--- config.mk ---
export PLATFORM = sky130hd
export DESIGN_NAME = wb_master_arbiter_flat
export DESIGN_NICKNAME = d
export VERILOG_FILES = /design/src/rtl/wb_master_arbiter_pkg.sv /design/src/rtl/wb_master_arbiter_if.sv /design/src/rtl/wb_arb_picker.sv /design/src/rtl/wb_master_arbiter.sv /design/src/flat_wrapper.sv
export SDC_FILE = /design/constraint.sdc
export NUM_CORES = 1
export LEC_CHECK = 0
export CORE_AREA = 5 5 109 111
export DETAILED_ROUTE_END_ITERATION = 16
export DIE_AREA = 0 0 114 116
export PLACE_DENSITY = 0.7
export SYNTH_ARGS = -nofsm -noshare
export SYNTH_HDL_FRONTEND = slang
export SYNTH_SLANG_ARGS = --single-unit
--- constraint.sdc ---
create_clock -name clk_i -period 2.38 [get_ports clk_i]
set_input_delay 0.476 -clock clk_i [delete_from_list [all_inputs] [get_ports clk_i]]
set_output_delay 0.476 -clock clk_i [all_outputs]
set_load 0.01 [all_outputs]
--- src/rtl/wb_master_arbiter_pkg.sv ---
// Shared definitions for the Wishbone master arbiter: FSM encoding, priority
// mode names and a constant-friendly clog2.
package wb_master_arbiter_pkg;

    typedef enum logic {
        IDLE = 1'b0,
        BUSY = 1'b1
    } state_t;

    localparam string MODE_FIXED = "FIXED";
    localparam string MODE_RR    = "RR";

    function automatic int clog2(input int value);
        int r;
        r = 0;
        while ((1 << r) < value) r++;
        return r;
    endfunction

endpackage

--- src/rtl/wb_master_arbiter_if.sv ---
// Bundle of the core-side and system-side Wishbone signals around the arbiter.
interface wb_master_arbiter_if #(
    parameter int NUM_MASTERS = 2,
    parameter int ADDR_WIDTH  = 32,
    parameter int DATA_WIDTH  = 32
);
    localparam int SEL_WIDTH = DATA_WIDTH / 8;

    logic [NUM_MASTERS-1:0]            m_cyc_i;
    logic [NUM_MASTERS-1:0]            m_stb_i;
    logic [NUM_MASTERS-1:0]            m_we_i;
    logic [NUM_MASTERS*SEL_WIDTH-1:0]  m_sel_i;
    logic [NUM_MASTERS*ADDR_WIDTH-1:0] m_addr_i;
    logic [NUM_MASTERS*DATA_WIDTH-1:0] m_dat_i;
    logic [NUM_MASTERS-1:0]            m_ack_o;
    logic [NUM_MASTERS-1:0]            m_err_o;
    logic [DATA_WIDTH-1:0]             m_dat_o;

    logic                              s_cyc_o;
    logic                              s_stb_o;
    logic                              s_we_o;
    logic [SEL_WIDTH-1:0]              s_sel_o;
    logic [ADDR_WIDTH-1:0]             s_addr_o;
    logic [DATA_WIDTH-1:0]             s_dat_o;
    logic                              s_ack_i;
    logic                              s_err_i;
    logic [DATA_WIDTH-1:0]             s_dat_i;

    // Wishbone classic handshake: a beat is requested while cyc & stb are high
    // and completes in the cycle ack or err is high; holding cyc across beats
    // keeps the bus locked to that master.
    modport master (
        input  m_cyc_i, m_stb_i, m_we_i, m_sel_i, m_addr_i, m_dat_i,
        output m_ack_o, m_err_o, m_dat_o,
        output s_cyc_o, s_stb_o, s_we_o, s_sel_o, s_addr_o, s_dat_o,
        input  s_ack_i, s_err_i, s_dat_i
    );

    modport slave (
        output m_cyc_i, m_stb_i, m_we_i, m_sel_i, m_addr_i, m_dat_i,
        input  m_ack_o, m_err_o, m_dat_o,
        input  s_cyc_o, s_stb_o, s_we_o, s_sel_o, s_addr_o, s_dat_o,
        output s_ack_i, s_err_i, s_dat_i
    );

endinterface

--- src/rtl/wb_arb_picker.sv ---
// Combinational request selector: lowest index wins, or in round-robin mode
// the first requester at or after the pointer, wrapping cyclically.
module wb_arb_picker #(
    parameter int NUM_MASTERS = 2,
    parameter bit ROUND_ROBIN = 1'b0,
    parameter int PTR_WIDTH   = 1
) (
    input  logic [NUM_MASTERS-1:0] req,
    input  logic [PTR_WIDTH-1:0]   ptr,
    output logic [NUM_MASTERS-1:0] grant
);

    int                   sum;
    logic [PTR_WIDTH-1:0] idx;
    logic                 found;

    always_comb begin
        grant = '0;
        found = 1'b0;
        sum   = 0;
        idx   = '0;
        for (int i = 0; i < NUM_MASTERS; i++) begin
            sum = ROUND_ROBIN ? int'(ptr) + i : i;
            if (sum >= NUM_MASTERS) sum = sum - NUM_MASTERS;
            idx = PTR_WIDTH'(sum);
            if (!found && req[idx]) begin
                grant[idx] = 1'b1;
                found      = 1'b1;
            end
        end
    end

endmodule

--- src/rtl/wb_master_arbiter.sv ---
// N-to-1 Wishbone classic arbiter with bus lock on cyc, fixed or round-robin
// priority and a watchdog that terminates unanswered strobes with err.
module wb_master_arbiter
    import wb_master_arbiter_pkg::*;
#(
    parameter int    NUM_MASTERS    = 2,
    parameter int    ADDR_WIDTH     = 32,
    parameter int    DATA_WIDTH     = 32,
    parameter string PRIORITY_MODE  = "FIXED",
    parameter int    TIMEOUT_CYCLES = 255
) (
    input  logic                   clk_i,
    input  logic                   rst_i,
    wb_master_arbiter_if.master    bus,
    output logic [NUM_MASTERS-1:0] grant_o,
    output state_t                 state_o
);

    localparam int SEL_WIDTH   = DATA_WIDTH / 8;
    localparam int PTR_WIDTH   = (NUM_MASTERS > 1) ? clog2(NUM_MASTERS) : 1;
    localparam int WD_WIDTH    = (TIMEOUT_CYCLES > 0) ? clog2(TIMEOUT_CYCLES + 1) : 1;
    localparam bit ROUND_ROBIN = (PRIORITY_MODE == MODE_RR);

    state_t                 state;
    logic [NUM_MASTERS-1:0] grant;
    logic [NUM_MASTERS-1:0] pick;
    logic [PTR_WIDTH-1:0]   rr_ptr;
    logic [PTR_WIDTH-1:0]   win_idx;
    logic [PTR_WIDTH-1:0]   gnt_idx;
    logic [WD_WIDTH-1:0]    wd_cnt;
    logic                   busy;
    logic                   cyc_g;
    logic                   stb_g;
    logic                   timeout;

    wb_arb_picker #(
        .NUM_MASTERS (NUM_MASTERS),
        .ROUND_ROBIN (ROUND_ROBIN),
        .PTR_WIDTH   (PTR_WIDTH)
    ) u_picker (
        .req   (bus.m_cyc_i),
        .ptr   (rr_ptr),
        .grant (pick)
    );

    always_comb begin
        win_idx = '0;
        gnt_idx = '0;
        for (int i = 0; i < NUM_MASTERS; i++) begin
            if (pick[i])  win_idx = PTR_WIDTH'(i);
            if (grant[i]) gnt_idx = PTR_WIDTH'(i);
        end
    end

    assign busy  = (state == BUSY);
    assign cyc_g = busy & bus.m_cyc_i[gnt_idx];
    assign stb_g = busy & bus.m_stb_i[gnt_idx];

    // Slave ack/err in the same cycle as the limit takes precedence over the timeout.
    assign timeout = (TIMEOUT_CYCLES > 0) && cyc_g && stb_g &&
                     (wd_cnt == WD_WIDTH'(TIMEOUT_CYCLES)) &&
                     !bus.s_ack_i && !bus.s_err_i;

    always_comb begin
        bus.s_cyc_o  = cyc_g;
        bus.s_stb_o  = cyc_g & stb_g & ~timeout;
        bus.s_we_o   = busy & bus.m_we_i[gnt_idx];
        bus.s_sel_o  = '0;
        bus.s_addr_o = '0;
        bus.s_dat_o  = '0;
        bus.m_ack_o  = '0;
        bus.m_err_o  = '0;
        if (busy) begin
            bus.s_sel_o  = bus.m_sel_i[gnt_idx*SEL_WIDTH +: SEL_WIDTH];
            bus.s_addr_o = bus.m_addr_i[gnt_idx*ADDR_WIDTH +: ADDR_WIDTH];
            bus.s_dat_o  = bus.m_dat_i[gnt_idx*DATA_WIDTH +: DATA_WIDTH];
        end
        if (cyc_g) begin
            bus.m_err_o[gnt_idx] = bus.s_err_i | timeout;
            bus.m_ack_o[gnt_idx] = bus.s_ack_i & ~bus.s_err_i;
        end
    end

    assign bus.m_dat_o = bus.s_dat_i;
    assign grant_o     = grant;
    assign state_o     = state;

    always_ff @(posedge clk_i or posedge rst_i) begin
        if (rst_i) begin
            state  <= IDLE;
            grant  <= '0;
            rr_ptr <= '0;
            wd_cnt <= '0;
        end else begin
            case (state)
                IDLE: begin
                    wd_cnt <= '0;
                    if (|bus.m_cyc_i) begin
                        grant  <= pick;
                        state  <= BUSY;
                        rr_ptr <= (win_idx == PTR_WIDTH'(NUM_MASTERS - 1)) ? '0 : win_idx + 1'b1;
                    end
                end
                BUSY: begin
                    if (!cyc_g) begin
                        state  <= IDLE;
                        grant  <= '0;
                        wd_cnt <= '0;
                    end else if (bus.s_ack_i || bus.s_err_i || timeout) begin
                        wd_cnt <= '0;
                    end else if (bus.s_stb_o && (TIMEOUT_CYCLES > 0)) begin
                        wd_cnt <= wd_cnt + 1'b1;
                    end
                end
                default: state <= IDLE;
            endcase
        end
    end

endmodule

--- src/flat_wrapper.sv ---
// flat-port wrapper written by rule: the top's interface ports become plain ports
module wb_master_arbiter_flat import wb_master_arbiter_pkg::*;
#(
    parameter int    NUM_MASTERS    = 2,
    parameter int    ADDR_WIDTH     = 32,
    parameter int    DATA_WIDTH     = 32,
    parameter string PRIORITY_MODE  = "     ",
    parameter int    TIMEOUT_CYCLES = 255
)
  (clk_i, rst_i, grant_o, state_o, bus_m_cyc_i, bus_m_stb_i, bus_m_we_i, bus_m_sel_i, bus_m_addr_i, bus_m_dat_i, bus_m_ack_o, bus_m_err_o, bus_m_dat_o, bus_s_cyc_o, bus_s_stb_o, bus_s_we_o, bus_s_sel_o, bus_s_addr_o, bus_s_dat_o, bus_s_ack_i, bus_s_err_i, bus_s_dat_i);
  wb_master_arbiter_if #(.NUM_MASTERS(NUM_MASTERS), .ADDR_WIDTH(ADDR_WIDTH), .DATA_WIDTH(DATA_WIDTH)) bus_i ();
  input  logic clk_i;
  input  logic rst_i;
  output logic [NUM_MASTERS-1:0] grant_o;
  output state_t state_o;
  input wire logic [$bits(bus_i.m_cyc_i)-1:0] bus_m_cyc_i;
  input wire logic [$bits(bus_i.m_stb_i)-1:0] bus_m_stb_i;
  input wire logic [$bits(bus_i.m_we_i)-1:0] bus_m_we_i;
  input wire logic [$bits(bus_i.m_sel_i)-1:0] bus_m_sel_i;
  input wire logic [$bits(bus_i.m_addr_i)-1:0] bus_m_addr_i;
  input wire logic [$bits(bus_i.m_dat_i)-1:0] bus_m_dat_i;
  output wire logic [$bits(bus_i.m_ack_o)-1:0] bus_m_ack_o;
  output wire logic [$bits(bus_i.m_err_o)-1:0] bus_m_err_o;
  output wire logic [$bits(bus_i.m_dat_o)-1:0] bus_m_dat_o;
  output wire logic [$bits(bus_i.s_cyc_o)-1:0] bus_s_cyc_o;
  output wire logic [$bits(bus_i.s_stb_o)-1:0] bus_s_stb_o;
  output wire logic [$bits(bus_i.s_we_o)-1:0] bus_s_we_o;
  output wire logic [$bits(bus_i.s_sel_o)-1:0] bus_s_sel_o;
  output wire logic [$bits(bus_i.s_addr_o)-1:0] bus_s_addr_o;
  output wire logic [$bits(bus_i.s_dat_o)-1:0] bus_s_dat_o;
  input wire logic [$bits(bus_i.s_ack_i)-1:0] bus_s_ack_i;
  input wire logic [$bits(bus_i.s_err_i)-1:0] bus_s_err_i;
  input wire logic [$bits(bus_i.s_dat_i)-1:0] bus_s_dat_i;
  assign bus_i.m_cyc_i = bus_m_cyc_i;
  assign bus_i.m_stb_i = bus_m_stb_i;
  assign bus_i.m_we_i = bus_m_we_i;
  assign bus_i.m_sel_i = bus_m_sel_i;
  assign bus_i.m_addr_i = bus_m_addr_i;
  assign bus_i.m_dat_i = bus_m_dat_i;
  assign bus_m_ack_o = bus_i.m_ack_o;
  assign bus_m_err_o = bus_i.m_err_o;
  assign bus_m_dat_o = bus_i.m_dat_o;
  assign bus_s_cyc_o = bus_i.s_cyc_o;
  assign bus_s_stb_o = bus_i.s_stb_o;
  assign bus_s_we_o = bus_i.s_we_o;
  assign bus_s_sel_o = bus_i.s_sel_o;
  assign bus_s_addr_o = bus_i.s_addr_o;
  assign bus_s_dat_o = bus_i.s_dat_o;
  assign bus_i.s_ack_i = bus_s_ack_i;
  assign bus_i.s_err_i = bus_s_err_i;
  assign bus_i.s_dat_i = bus_s_dat_i;
  wb_master_arbiter #(.NUM_MASTERS(NUM_MASTERS), .ADDR_WIDTH(ADDR_WIDTH), .DATA_WIDTH(DATA_WIDTH), .PRIORITY_MODE(PRIORITY_MODE), .TIMEOUT_CYCLES(TIMEOUT_CYCLES)) u_core (.clk_i(clk_i), .rst_i(rst_i), .bus(bus_i), .grant_o(grant_o), .state_o(state_o));
endmodule
After elaboration in Yosys (flattened, before gate mapping)
Cells that the tools add are included.
{"block": "word_totals", "register_bits": 11, "input_bits": 178, "output_inout_bits": 110, "elab_cells": 64}
{"block": "classes", "add_sub_neg": 1, "n_lt_le_gt_ge": 2, "eq_ne": 4, "shifts": 3, "mux": 26, "bitwise_logic": 12, "reduce_logical": 13}
{"operator": "$shiftx 64x7->32", "n": 2}
{"operator": "$mux 32", "n": 2}
{"operator": "$mux 8", "n": 3}
{"operator": "$pmux 8 s2", "n": 1}
{"operator": "$mux 1", "n": 12}
{"operator": "$add 8x1->8 const B", "n": 1}
{"operator": "$eq 8x8->1 const B", "n": 1}
{"operator": "$mux 2", "n": 4}
{"operator": "$shiftx 8x4->4", "n": 1}
{"operator": "$and 1x1->1", "n": 6}
{"operator": "$logic_and 1x1->1", "n": 6}
{"operator": "$and 2x2->2", "n": 2}
{"operator": "$mux 4", "n": 1}
{"operator": "$ne 4x4->1 const B", "n": 1}
{"operator": "$pmux 2 s2", "n": 1}
{"operator": "$logic_not 1->1", "n": 3}
{"operator": "$not 1->1", "n": 3}
{"operator": "$logic_or 1x1->1", "n": 2}
{"operator": "$lt 1x2->1 const B", "n": 1}
{"operator": "$ne 2x1->1 const B", "n": 1}
{"operator": "$ne 2x2->1 const B", "n": 1}
{"operator": "$pmux 1 s2", "n": 1}
{"operator": "$reduce_and 2->1", "n": 1}
{"operator": "$reduce_or 2->1", "n": 1}
{"operator": "3 further kinds", "n": 3}

Depth between registers and ports, before layout
Gate-level depths: netlist (run 1).
{"block": "logic_depth", "ltp_word": 14, "depth_mapped": 6, "mapped_depth_nobuf": 5}

Cells and area by module
A second synthesis (run 1) with hierarchy kept.
{"block": "unflattened", "cells_unflattened": 276, "area_unflattened_um2": 2213.4}
{"module": "wb_master_arbiter", "n_inst": 1, "cells_per_inst": 274, "area_each_um2": 2192.1, "seq_area_each_um2": 300.3}
{"module": "wb_arb_picker", "n_inst": 1, "cells_per_inst": 2, "area_each_um2": 21.3, "seq_area_each_um2": 0.0}

Worst setup path before layout (run 1)
OpenSTA, ideal clock, no wires.
{"block": "synth_path", "path_type": "flip-flop to output port", "start": "register u_core.state (netlist: u_core.state_o)", "end": "output port bus_m_err_o[0]", "arrival_time_ns": 1.427, "slack_ns": 0.477, "path_stages_with_launch": 6, "path_buffers": 1, "cell_sequence": "dfrtp_1 -> clkbuf_1 -> nand4b_1 -> a211oi_1 -> o21ai_0 -> nor2_1"}
{"block": "synth_via", "elab_chain_cells": 8, "elab_cells_between_ends": 9}
{"item": "start, declared", "line": "wb_master_arbiter.sv:24", "source": "state_t state;"}
{"item": "start signal, assigned", "line": "wb_master_arbiter.sv:90", "source": "state <= IDLE;"}
{"item": "start signal, assigned", "line": "wb_master_arbiter.sv:100", "source": "state <= BUSY;"}
{"item": "start signal, assigned", "line": "wb_master_arbiter.sv:106", "source": "state <= IDLE;"}
{"item": "$and 1x1->1, on equally long branches", "line": "wb_master_arbiter.sv:56, wb_master_arbiter.sv:57"}
{"item": "$logic_and 1x1->1 (2 in a row)", "line": "wb_master_arbiter.sv:60", "source": "assign timeout = (TIMEOUT_CYCLES > 0) && cyc_g && stb_g &&"}
{"item": "$logic_and 1x1->1", "line": "wb_master_arbiter.sv:61", "source": "(wd_cnt == WD_WIDTH'(TIMEOUT_CYCLES)) &&"}
{"item": "$logic_and 1x1->1", "line": "wb_master_arbiter.sv:62", "source": "!bus.s_ack_i && !bus.s_err_i;"}
{"item": "$or 1x1->1", "line": "wb_master_arbiter.sv:79", "source": "bus.m_err_o[gnt_idx] = bus.s_err_i | timeout;"}
{"item": "$and 2x2->2 (no line)"}
{"item": "$mux 2 *", "line": "wb_master_arbiter.sv:78", "source": "if (cyc_g) begin"}
{"item": "end, declared", "line": "flat_wrapper.sv:23", "source": "output wire logic [$bits(bus_i.m_err_o)-1:0] bus_m_err_o;"}
Every way passes the cells marked *; elsewhere a longest branch is shown, timed or not.

Worst setup path after layout (run 1)
{"block": "layout_path", "start": "register u_core.grant[1] (netlist: u_core.grant_o[1])", "end": "output port bus_s_addr_o[5]"}
{"block": "layout_via", "elab_chain_cells": 3}
{"item": "start, declared", "line": "wb_master_arbiter.sv:25", "source": "logic [NUM_MASTERS-1:0] grant;"}
{"item": "start signal, assigned", "line": "wb_master_arbiter.sv:99", "source": "grant <= pick;"}
{"item": "$mux 1", "line": "wb_master_arbiter.sv:51", "source": "if (grant[i]) gnt_idx = PTR_WIDTH'(i);"}
{"item": "$shiftx 64x7->32", "line": "wb_master_arbiter.sv:75", "source": "bus.s_addr_o = bus.m_addr_i[gnt_idx*ADDR_WIDTH +: ADDR_WIDTH];"}
{"item": "$mux 32", "line": "wb_master_arbiter.sv:73", "source": "if (busy) begin"}
{"item": "end, declared", "line": "flat_wrapper.sv:29", "source": "output wire logic [$bits(bus_i.s_addr_o)-1:0] bus_s_addr_o;"}
No other way between the ends.

==> results of run 1 <==
[final cells by class]
cell class / instances / area share, %
repair buffers: 242 / 56.1
inverters: 7 / 0.668
multi-input cells: 200 / 31.6
well taps: 140 / 4.07
clock buffers: 4 / 1.05
flip-flops and latches: 11 / 6.51
[worst min path at each step]
stage                       from  depth (start not counted)           endpoint  slack, ns
5_1_grt                    rst_i                          2  u_core.grant_o[1]       0.59
6_report                   rst_i                          2   u_core.wd_cnt[4]       0.54
3_5_place_dp   u_core.grant_o[0]                          1  u_core.grant_o[0]       0.55
2_1_floorplan              rst_i                          1  u_core.grant_o[0]       0.33
3_3_place_gp    u_core.wd_cnt[6]                          2   u_core.wd_cnt[6]       0.55
4_1_cts                    rst_i                          2   u_core.wd_cnt[4]       0.55
[state kept, by name (all words and copies together), names as in the netlist]
| signal | cells |
|---|---|
| u_core.state_o | 1 |
| u_core.wd_cnt | 8 |
| u_core.grant_o | 2 |
[what timing repair did]
action,CTS,global route
setup buffers,1,1
gates cloned,1,0
pin swaps,1,2
gates resized for setup,51,23
setup endpoints to repair,53,20
[worst max-delay path, delay by kind of cell, from the launching register on]
| family | cells | cell delay [ns] |
|---|---|---|
| and+or+nand+nor | 1 | 0.09 |
| muxes | 1 | 0.12 |
| DFF | 1 | 0.52 |
| buffers and inverters | 2 | 0.87 |
[per-layer routing]
metal  GRT usage [%]  wire [microns]  part of all wire (%)
met1            15.7            3660                    36
met2            27.1            5790                    57
met3            2.87             692                   6.8
met4            1.82             102                   1.0
met5               0               0                     0
[report_power, final]
group          total [mW]  internal [mW]  switching (mW)  leakage (nW)
registers           0.209          0.196          0.0134         0.146
logic               0.982          0.575           0.407          1.78
clock network       0.187          0.118          0.0693        0.0228
[logic make-up after synthesis]
family	count (synthesis)	share of synthesized area [%]
DFF	11	13.9
muxes	70	35.4
AOI/OAI and AO/OA	26	8.33
and+or+nand+nor	102	22.7
buffers and inverters	59	18.7
adders and majority gates	1	0.631
xor gates and xnor gates	1	0.442
[placed cells by master, fill, tap and decap left out, types with 3 or more instances in the layout]
| cell type | netlist | final |
|---|---|---|
| a21oi_1 | 9 | 9 |
| buf_4 | 33 | 14 |
| clkbuf_2 | 0 | 3 |
| clkbuf_8 | 0 | 3 |
| clkdlybuf4s50_1 | 0 | 163 |
| dfrtp_1 | 11 | 9 |
| dlygate4sd2_1 | 0 | 42 |
| dlymetal6s2s_1 | 0 | 15 |
| inv_1 | 6 | 6 |
| mux2i_1 | 70 | 70 |
| nand2_1 | 5 | 5 |
| nand3_1 | 5 | 5 |
| nor2_1 | 77 | 77 |
| o21ai_0 | 6 | 5 |
| o31ai_1 | 4 | 4 |
| or4_1 | 4 | 4 |
==> results.md, run 1 <==
* Ys async rst share at 100%
* Worst setup EP type: primary output
* Mapped Area at 1980 sq um
* Worst Setup Start Kind: flip-flop
* Nets at between 600 and 700
* CTS tree: done
* Post-route ant nets at 0
* Overall power at 1.38 mW
* Achievable Freq at 432 MHz
* Worst-Skew Late Latency at 0.24 ns
* Syn avg cell area at approximately 7.3 sq um
* Top_reg_cell synth: dfrtp_1
* Post-synth net total at 449
* H-Tree Depth at 1
* Routability cong. at 0.831
* Fillers at 1096
* R2R Path Start: u_core.grant_o[1]
* FF-to-FF setup slack at approximately 0.41 ns
* EDFF count, synth at 0
* Clk_skew at 0.00105 ns
* Setup ws final at 0.0630 ns
* Port bufs at roughly 220
* Final Non-Filler Cells at between 600 and 700
* VDD IR max at just over 0.0002 V
* Global Route Usage Sum at 13.8%
* Number of diodes at 0
* Slowest CP cell: clkdlybuf4s50_1
* Vias in the first global route at 2753
* Initial Util at 18.5%
* Top-count cell post-synth: nor2_1
* Max-Slew Margin vs Limit at approximately 72%
* Die height at 116 microns
* Drt pass-1 iters at 4
* Core Footprint at 10700 sq um
* Crit path time final at 2.32 ns
* Seq/Total Area, Yosys at 13.9%
* Commonest cells in the netlist: nor2_1, mux2i_1, buf_4
* Total wire length at 10200 microns
* Synth Warn # at 0
* Fin crit share at 97.4%
* WHS at roughly 0.54 ns
* Clock-pin slew on the worst setup and hold paths at 0.05 ns
* Hold WC Path Type: in2async
* Yosys reg bits at 11
* Fin. Hold Viols at 0
* Multi-input gate area at 1360 sq um
* Post-DP HPWL at 8750 microns
* # DRC at 0
* CP Launch Point: u_core.grant_o[1]
* Largest net degree at the start of global routing at 34
* Vias at 2655
* Slew @ Worst Pin at 0.423 ns
* Crit path cell chain: bufbuf_16, mux2i_1, nor2_1, clkdlybuf4s50_1
* CTS Buffer Depth at 2
* Share of cells above drive strength 1 at 6.47%
* FP Rows at 38
* Via density at 4.40
* Placement Cell Area at ~4200 sq um
* Pwr dens at 320 nW/um^2
* First-pass GRT wire length at between 10000 and 15000 microns
* Area share of the largest cell type after synthesis at 35.4%
* Die area at 13200 sq um
* Status: completed
* Largest cells by area after synthesis: mux2i_1, nor2_1, dfrtp_1
* Required time of the critical path at 1.90 ns
* Reg2reg end: u_core.wd_cnt[5]
* Crit Path Category: reg2out
* # Max-Cap Violations at 0
* Antenna violations before repair at 0
* Hold_buf cts at 0
* Iteration-0 DRC Markers at 153
* Critical Path End: bus_s_addr_o[5]
* Die width at 114 microns
* Area leader, netlist: mux2i_1
* Worst path arrival time at roughly 1.8 ns
* CP max stage delay at 0.55 ns
* Clock sinks at 11
* Crit path max fanout at 16
* Fin area at 4310 sq um
* Inst Count DP at 597
* Fin util at 40.3%
* I/O pin count at 288
* Pins Over Slew Limit at 0
* Leak at ~2 nW
* Setup violations, final at 0
* Library cells used by synthesis at 30
* Area growth syn-to-layout at 117%
* GR Overflow Total at 0
* Fin Setup TNS at 0 ns
* FF/Latch Area at about 280 sq um
* Worst slack at placement at -0.323 ns
* Root buf cell: clkbuf_8
* Mapped Cells at 270
* Register-to-Register Path Depth at 6
* Total CTS buffers at 3
* Routed len/inst at 17.0 microns
No activity file was read; power rests on OpenSTA's default activity.
==> inputs of run 2 (changes only) <==
--- a/config.mk
+++ b/config.mk
@@ -8,7 +8,7 @@
 export CORE_AREA = 5 5 109 111
 export DETAILED_ROUTE_END_ITERATION = 16
 export DIE_AREA = 0 0 114 116
-export PLACE_DENSITY = 0.7
+export PLACE_DENSITY = 0.75
 export SYNTH_ARGS = -nofsm -noshare
 export SYNTH_HDL_FRONTEND = slang
 export SYNTH_SLANG_ARGS = --single-unit
==> run 2 against run 1 <==
Net effect: sequential share of layout area barely moved; sequential power hardly changed; clock skew increased by 0.0030 ns; final cell count unchanged.
==> results.md, run 2 (synthesis results as in run 1) <==
* Met3 Track Usage GR at 3.39% (was 2.87%)
* Total wire length at 10100 microns (was 10200 microns)
* CTS Buffer Depth at 2 (unchanged)
* Fillers at 1089 (was 1096)
* Largest net degree at the start of global routing at 43 (was 34)
* Most common cell after layout, fill and taps aside: clkdlybuf4s50_1 (unchanged)
* Via density at 4.46 (was 4.40)
* FP Rows at 38 (unchanged)
* Global Route Usage Sum at 13.5% (was 13.8%)
* Die height at 116 microns (unchanged)
* CTS tree: done (unchanged)
* Core Footprint at 10700 sq um (unchanged)
* Clk_skew at 0.00401 ns (was 0.00105 ns)
* Slowest CP cell: clkdlybuf4s50_1 (unchanged)
* Nets at 644 (unchanged)
* Number of diodes at 0 (unchanged)
* Crit path max fanout at 2 (was 16)
* Post-DP HPWL at 8400 microns (was 8750 microns)
* # Max-Cap Violations at 0 (unchanged)
* Met2 Resource Use GR at 26.5% (was 27.1%)
* Initial Util at 18.5% (unchanged)
* Max FFs per register at 8 (unchanged)
* Status: completed (unchanged)
* Routability cong. at 0.854 (was 0.831)
* Vias at 2691 (was 2655)
* Die area at 13200 sq um (unchanged)
* Iteration-0 DRC Markers at 121 (was 153)
* Drt pass-1 iters at 4 (unchanged)
* Achievable Freq at 426 MHz (was 432 MHz)
* # DRC at 0 (unchanged)
* Vias in the first global route at 2871 (was 2753)
* Worst setup EP type: primary output (unchanged)
* Required time of the critical path at 1.90 ns (about the same)
* Clock sinks at 11 (unchanged)
* Die width at 114 microns (unchanged)
* Slew @ Worst Pin at 0.424 ns (was 0.423 ns)
* Post-route ant nets at 0 (unchanged)
* Reg2reg end: u_core.wd_cnt[7] (was u_core.wd_cnt[5])
* Clock-pin slew on the worst setup and hold paths at 0.05 ns (about the same)
* Grt met1 use at 14.3% (was 15.7%)
* Crit path time final at 2.35 ns (was 2.32 ns)
* Hold WC Path Type: in2async (unchanged)
* Most frequent cells in the layout: clkdlybuf4s50_1, nor2_1, mux2i_1, dlygate4sd2_1, buf_4 (was clkdlybuf4s50_1, nor2_1, mux2i_1, dlygate4sd2_1, dlymetal6s2s_1)
* VDD IR max at 0.000215 V (was 0.000207 V)
* First-pass GRT wire length at 14600 microns (about the same)
* Port bufs at 223 (unchanged)
* Fin util at 40.4% (was 40.3%)
* Area growth syn-to-layout at 118% (was 117%)
* Worst path arrival time at 1.87 ns (was 1.84 ns)
* FF-to-FF setup slack at 0.43 ns (was 0.41 ns)
* Antenna violations before repair at 0 (unchanged)
* Register-to-Register Path Depth at 6 (unchanged)
* Share of cells above drive strength 1 at 6.47% (unchanged)
* Pins Over Slew Limit at 0 (unchanged)
* Worst-Skew Late Latency at 0.25 ns (was 0.24 ns)
* Top reg by flops: u_core.wd_cnt (unchanged)
* Pwr dens at 324 nW/um^2 (was 320 nW/um^2)
* WHS at 0.531 ns (was 0.537 ns)
* Fin crit share at 98.7% (was 97.4%)
* Total CTS buffers at 3 (unchanged)
* Root buf cell: clkbuf_8 (unchanged)
* R2R Path Start: u_core.grant_o[1] (unchanged)
* Max-Slew Margin vs Limit at 71.7% (was 71.8%)
* Worst Setup Start Kind: primary input (was flip-flop)
* CP Launch Point: bus_m_cyc_i[0] (was u_core.grant_o[1])
* Fin. Hold Viols at 0 (unchanged)
* Crit path cell chain: clkdlybuf4s50_1, nand4b_1, a211oi_2, o21ai_1, nor2_1, clkdlybuf4s15_1 (was bufbuf_16, mux2i_1, nor2_1, clkdlybuf4s50_1)
* CP max stage delay at 0.49 ns (was 0.55 ns)
* Crit Path Category: in2out (was reg2out)
* Hold_buf cts at 0 (unchanged)
* Setup violations, final at 0 (unchanged)
* Leak at 1.86 nW (was 1.95 nW)
* Critical Path End: bus_m_err_o[0] (was bus_s_addr_o[5])
* I/O pin count at 288 (unchanged)
* GR Overflow Total at 0 (unchanged)
* H-Tree Depth at 1 (unchanged)
* Gr busiest metal: met2 (unchanged)
* Routed len/inst at 16.7 microns (was 17.0 microns)
run 2: changes by cell type in the layout (fill, tap and decap cells not counted), sizes merged:
cell,before,now
clkdlybuf4s15,0,2
buf,18,17
dlymetal6s2s,15,7
clkdlybuf4s50,163,170
run 2: worst min-delay path by stage:
stage                            from                end  slack (ns)
finish                          rst_i   u_core.wd_cnt[6]        0.53
global route        u_core.grant_o[0]  u_core.grant_o[0]        0.57
CTS                             rst_i   u_core.wd_cnt[6]        0.55
detailed placement  u_core.grant_o[0]  u_core.grant_o[0]        0.53
global placement    u_core.grant_o[0]  u_core.grant_o[0]        0.54
floorplan                       rst_i  u_core.grant_o[0]        0.33
run 2: repair_timing:
item                                   in CTS  in global routing
pin swaps                                   1                  2
setup endpoints to repair                  68                 21
buffers inserted                            0                  1
gates resized for setup                    52                 18
endpoints found under the hold margin       0                  0
gates cloned                                1                  1
run 2: cell type report:
class | count | area (sq um) | share of cell area [%]
clock buffers | 4 | 45.0 | 1.04
inverters | 7 | 28.8 | 0.666
multi-input cells | 200 | 1360 | 31.6
flip-flops and latches | 11 | 280 | 6.49
well taps | 140 | 175 | 4.05
repair buffers | 242 | 2430 | 56.2
run 2: report_power, final:
group	internal (mW)	switching (mW)	total (mW)
Sequential	0.196	0.0146	0.210
Clock	0.118	0.0746	0.192
Combinational	0.589	0.408	0.997
run 2: stage by stage:
| stage | cells | TNS (ns) | total power, mW | worst slack, ns | instance area [sq um] |
|---|---|---|---|---|---|
| after global placement | 597 | -0.664 | 1.23 | -0.253 | 4210 |
| after CTS | 602 | -0.119 | 1.41 | -0.0501 | 4250 |
| after detailed placement | 597 | -0.858 | 1.25 | -0.326 | 4210 |
| after global routing | 604 | -0.00294 | 1.49 | -0.00294 | 4320 |
| after floorplan | 270 | 0 | 0.659 | 0.477 | 1980 |
| final | 604 | 0 | 1.40 | 0.0314 | 4320 |
run 2: worst max-delay path, delay by kind of cell:
family                 cells  cell delay (ns)
buffers and inverters      2             0.73
AND/OR/NAND/NOR            2             0.27
AO/OA/AOI/OAI              2             0.40
run 2: layer usage:
metal / up-vias / wire length (microns)
met5: - / 0
met3: 15 / 831
li1: 1290 / -
met1: 1218 / 3600
met4: 0 / 163
met2: 168 / 5470
==> inputs of run 3 (changes only) <==
--- a/config.mk
+++ b/config.mk
@@ -5,10 +5,11 @@
 export SDC_FILE = /design/constraint.sdc
 export NUM_CORES = 1
 export LEC_CHECK = 0
-export CORE_AREA = 5 5 109 111
+export CORE_AREA = 5 5 107 109
 export DETAILED_ROUTE_END_ITERATION = 16
-export DIE_AREA = 0 0 114 116
-export PLACE_DENSITY = 0.75
+export DIE_AREA = 0 0 112 114
+export HOLD_SLACK_MARGIN = 0.12
+export PLACE_DENSITY = 0.8
 export SYNTH_ARGS = -nofsm -noshare
 export SYNTH_HDL_FRONTEND = slang
 export SYNTH_SLANG_ARGS = --single-unit
==> constraint.sdc (replaced) <==
create_clock -name clk_i -period 2.01 [get_ports clk_i]
set_input_delay 0.402 -clock clk_i [delete_from_list [all_inputs] [get_ports clk_i]]
set_output_delay 0.402 -clock clk_i [all_outputs]
set_load 0.01 [all_outputs]
==> run 3 against run 2 <==
Net effect: the flow now finishes with violations (negative setup slack); clock-buffer cell count stayed put; core utilization is 1.6 points higher; via count is 3.2% higher; critical endpoint unchanged.
==> results.md, run 3 (synthesis results as in run 1) <==
* Crit path cell chain: nand4b_1, a211oi_4, o21ai_2, buf_4, nor2_1, buf_2 (was clkdlybuf4s50_1, nand4b_1, a211oi_2, o21ai_1, nor2_1, clkdlybuf4s15_1)
* FP Rows at 38 (unchanged)
* Global Route Usage Sum at 14.3% (was 13.5%)
* Final Non-Filler Cells at 631 (was 604)
* Largest net degree at the start of global routing at 43 (unchanged)
* GR Overflow Total at 0 (unchanged)
* Fin crit share at 110%
* Pwr dens at 372 nW/um^2 (was 324 nW/um^2)
* Antenna violations before repair at 0 (unchanged)
* WHS at 0.482 ns (was 0.531 ns)
* Met2 Resource Use GR at 27.3% (was 26.5%)
* Clock sinks at 11 (unchanged)
* Pins Over Slew Limit at 0 (unchanged)
* Setup violations, final at 21 (was 0)
* Achievable Freq at 452 MHz
* Worst Setup Start Kind: flip-flop (was primary input)
* Vias at 2776 (was 2691)
* Routed len/inst at 16.7 microns (about the same)
* Worst slack at placement at -0.561 ns (was -0.326 ns)
* Inst Count DP at 611 (was 597)
* Crit path time final at between 2 and 2.5 ns
* Slowest CP cell: dfrtp_4 (was clkdlybuf4s50_1)
* Post-route ant nets at 0 (unchanged)
* # Max-Cap Violations at 0 (unchanged)
* Max FFs per register at 8 (unchanged)
* Worst path arrival time at 1.81 ns (was 1.87 ns)
* Drt pass-1 iters at 4 (unchanged)
* Area growth syn-to-layout at 123% (was 118%)
* Required time of the critical path at 1.61 ns (was 1.90 ns)
* Die height at 114 microns (was 116 microns)
* Via density at 4.40 (was 4.46)
* Status: complete, but fails checks (was completed)
* CP max stage delay at 0.49 ns (about the same)
* Share of cells above drive strength 1 at 18.7% (was 6.47%)
* Top reg by flops: u_core.wd_cnt (unchanged)
* Most frequent cells in the layout: clkdlybuf4s50_1, nor2_1, mux2i_1, dlygate4sd2_1, buf_4 (unchanged)
* Slew @ Worst Pin at 0.443 ns (was 0.424 ns)
* Hold WC Path Type: in2async (unchanged)
* Grt met1 use at 14.7% (was 14.3%)
* VDD IR max at 0.000174 V (was 0.000215 V)
* Gr busiest metal: met2 (unchanged)
* Core Footprint at 10500 sq um (was 10700 sq um)
* CTS tree: done (unchanged)
* Fin. Hold Viols at 0 (unchanged)
* Number of diodes at 0 (unchanged)
* Die width at 112 microns (was 114 microns)
* Post-DP HPWL at 8340 microns (was 8400 microns)
* Worst setup EP type: primary output (unchanged)
* Vias in the first global route at 2903 (was 2871)
* Crit path max fanout at 5 (was 2)
* I/O pin count at 288 (unchanged)
* Nets at 671 (was 644)
* Clock-pin slew on the worst setup and hold paths at 0.05 ns (about the same)
* Fin util at 42.0% (was 40.4%)
* Die area at 12800 sq um (was 13200 sq um)
* Iteration-0 DRC Markers at 139 (was 121)
* Fin Setup TNS at -0.738 ns (was 0 ns)
* Max-Slew Margin vs Limit at 70.4% (was 71.7%)
* Most common cell after layout, fill and taps aside: clkdlybuf4s50_1 (unchanged)
* Total wire length at 10500 microns (was 10100 microns)
* Routability cong. at 0.790 (was 0.854)
* # DRC at 0 (unchanged)
* Port bufs at 223 (unchanged)
* Failing checks: negative setup slack
* FF/Latch Area at 279 sq um (was 280 sq um)
* RSZ-0062 raised after global routing: yes
* Setup ws final at -0.205 ns (was 0.0314 ns)
* Crit Path Category: reg2out (was in2out)
* Multi-input gate area at 1390 sq um (was 1360 sq um)
* Root buf cell: clkbuf_8 (unchanged)
* Initial Util at 18.9% (was 18.5%)
* Worst-Skew Late Latency at 0.24 ns (was 0.25 ns)
* Clk_skew at 0.00465 ns (was 0.00401 ns)
* Leak at 1.94 nW (was 1.86 nW)
* H-Tree Depth at 1 (unchanged)
* First-pass GRT wire length at 14900 microns (was 14600 microns)
* Fillers at 1045 (was 1089)
* CTS Buffer Depth at 2 (unchanged)
* Met3 Track Usage GR at 5.09% (was 3.39%)
* Total CTS buffers at 3 (unchanged)
run 3: cell types whose count changed in the layout (fill, tap and decap cells not counted), sizes merged:
cell / change
dlymetal6s2s: -6
clkdlybuf4s15: +5
clkdlybuf4s50: -27
dlygate4sd2: -1
bufbuf: -1
clkbuf: +6
buf: +51
run 3: timing repair:
action,CTS,global route
cloned,1,3
endpoints found under the setup margin,75,49
endpoints found under the hold margin,0,0
setup buffers,8,7
hold buffers,0,0
pin swaps,8,8
resized for setup,169,27
run 3: metrics by stage:
stage          total power [mW]  cell area [sq um]
6_report                   1.64               4410
5_1_grt                    1.75               4410
4_1_cts                    1.63               4340
3_5_place_dp               1.49               4310
3_3_place_gp               1.47               4310
2_1_floorplan             0.780               1980
run 3: worst paths after layout:
check | start | endpoint | slack (ns) | cells past startpoint
max | u_core.grant_o[1] | bus_m_err_o[0] | -0.20 | 6
min | rst_i | u_core.wd_cnt[7] | 0.48 | 2
max reg2reg | u_core.grant_o[1] | u_core.wd_cnt[7] | -0.01 | 6
min reg2reg | u_core.grant_o[0] | u_core.grant_o[0] | 0.56 | 1
max in group asynchronous | rst_i | u_core.grant_o[1] | 1.19 | 2
min in group clk_i | u_core.grant_o[0] | u_core.grant_o[0] | 0.56 | 1
run 3: layer usage:
layer,up-vias,wire [microns]
met5,-,0
met4,0,189
met3,18,958
met2,170,5710
met1,1245,3680
li1,1343,-
run 3: cell type report:
type	count	area share, %
tap	140	3.97
clock buffer	4	1.02
multi-input combinational	200	31.6
timing repair buffer	269	56.5
sequential	11	6.32
inverter	7	0.596
run 3: where the power goes:
group	total, mW	internal (mW)	switching [mW]	leakage (nW)
sequential	0.239	0.231	0.00751	0.147
clock	0.224	0.139	0.0850	0.0228
combinational	1.18	0.672	0.506	1.77
run 3: worst max-delay path, delay by kind of cell (launching register included):
| kind | cells | cell delay, ns |
|---|---|---|
| AOI/OAI and AO/OA | 2 | 0.44 |
| buffers and inverters | 2 | 0.28 |
| and+or+nand+nor | 2 | 0.37 |
| DFF | 1 | 0.49 |
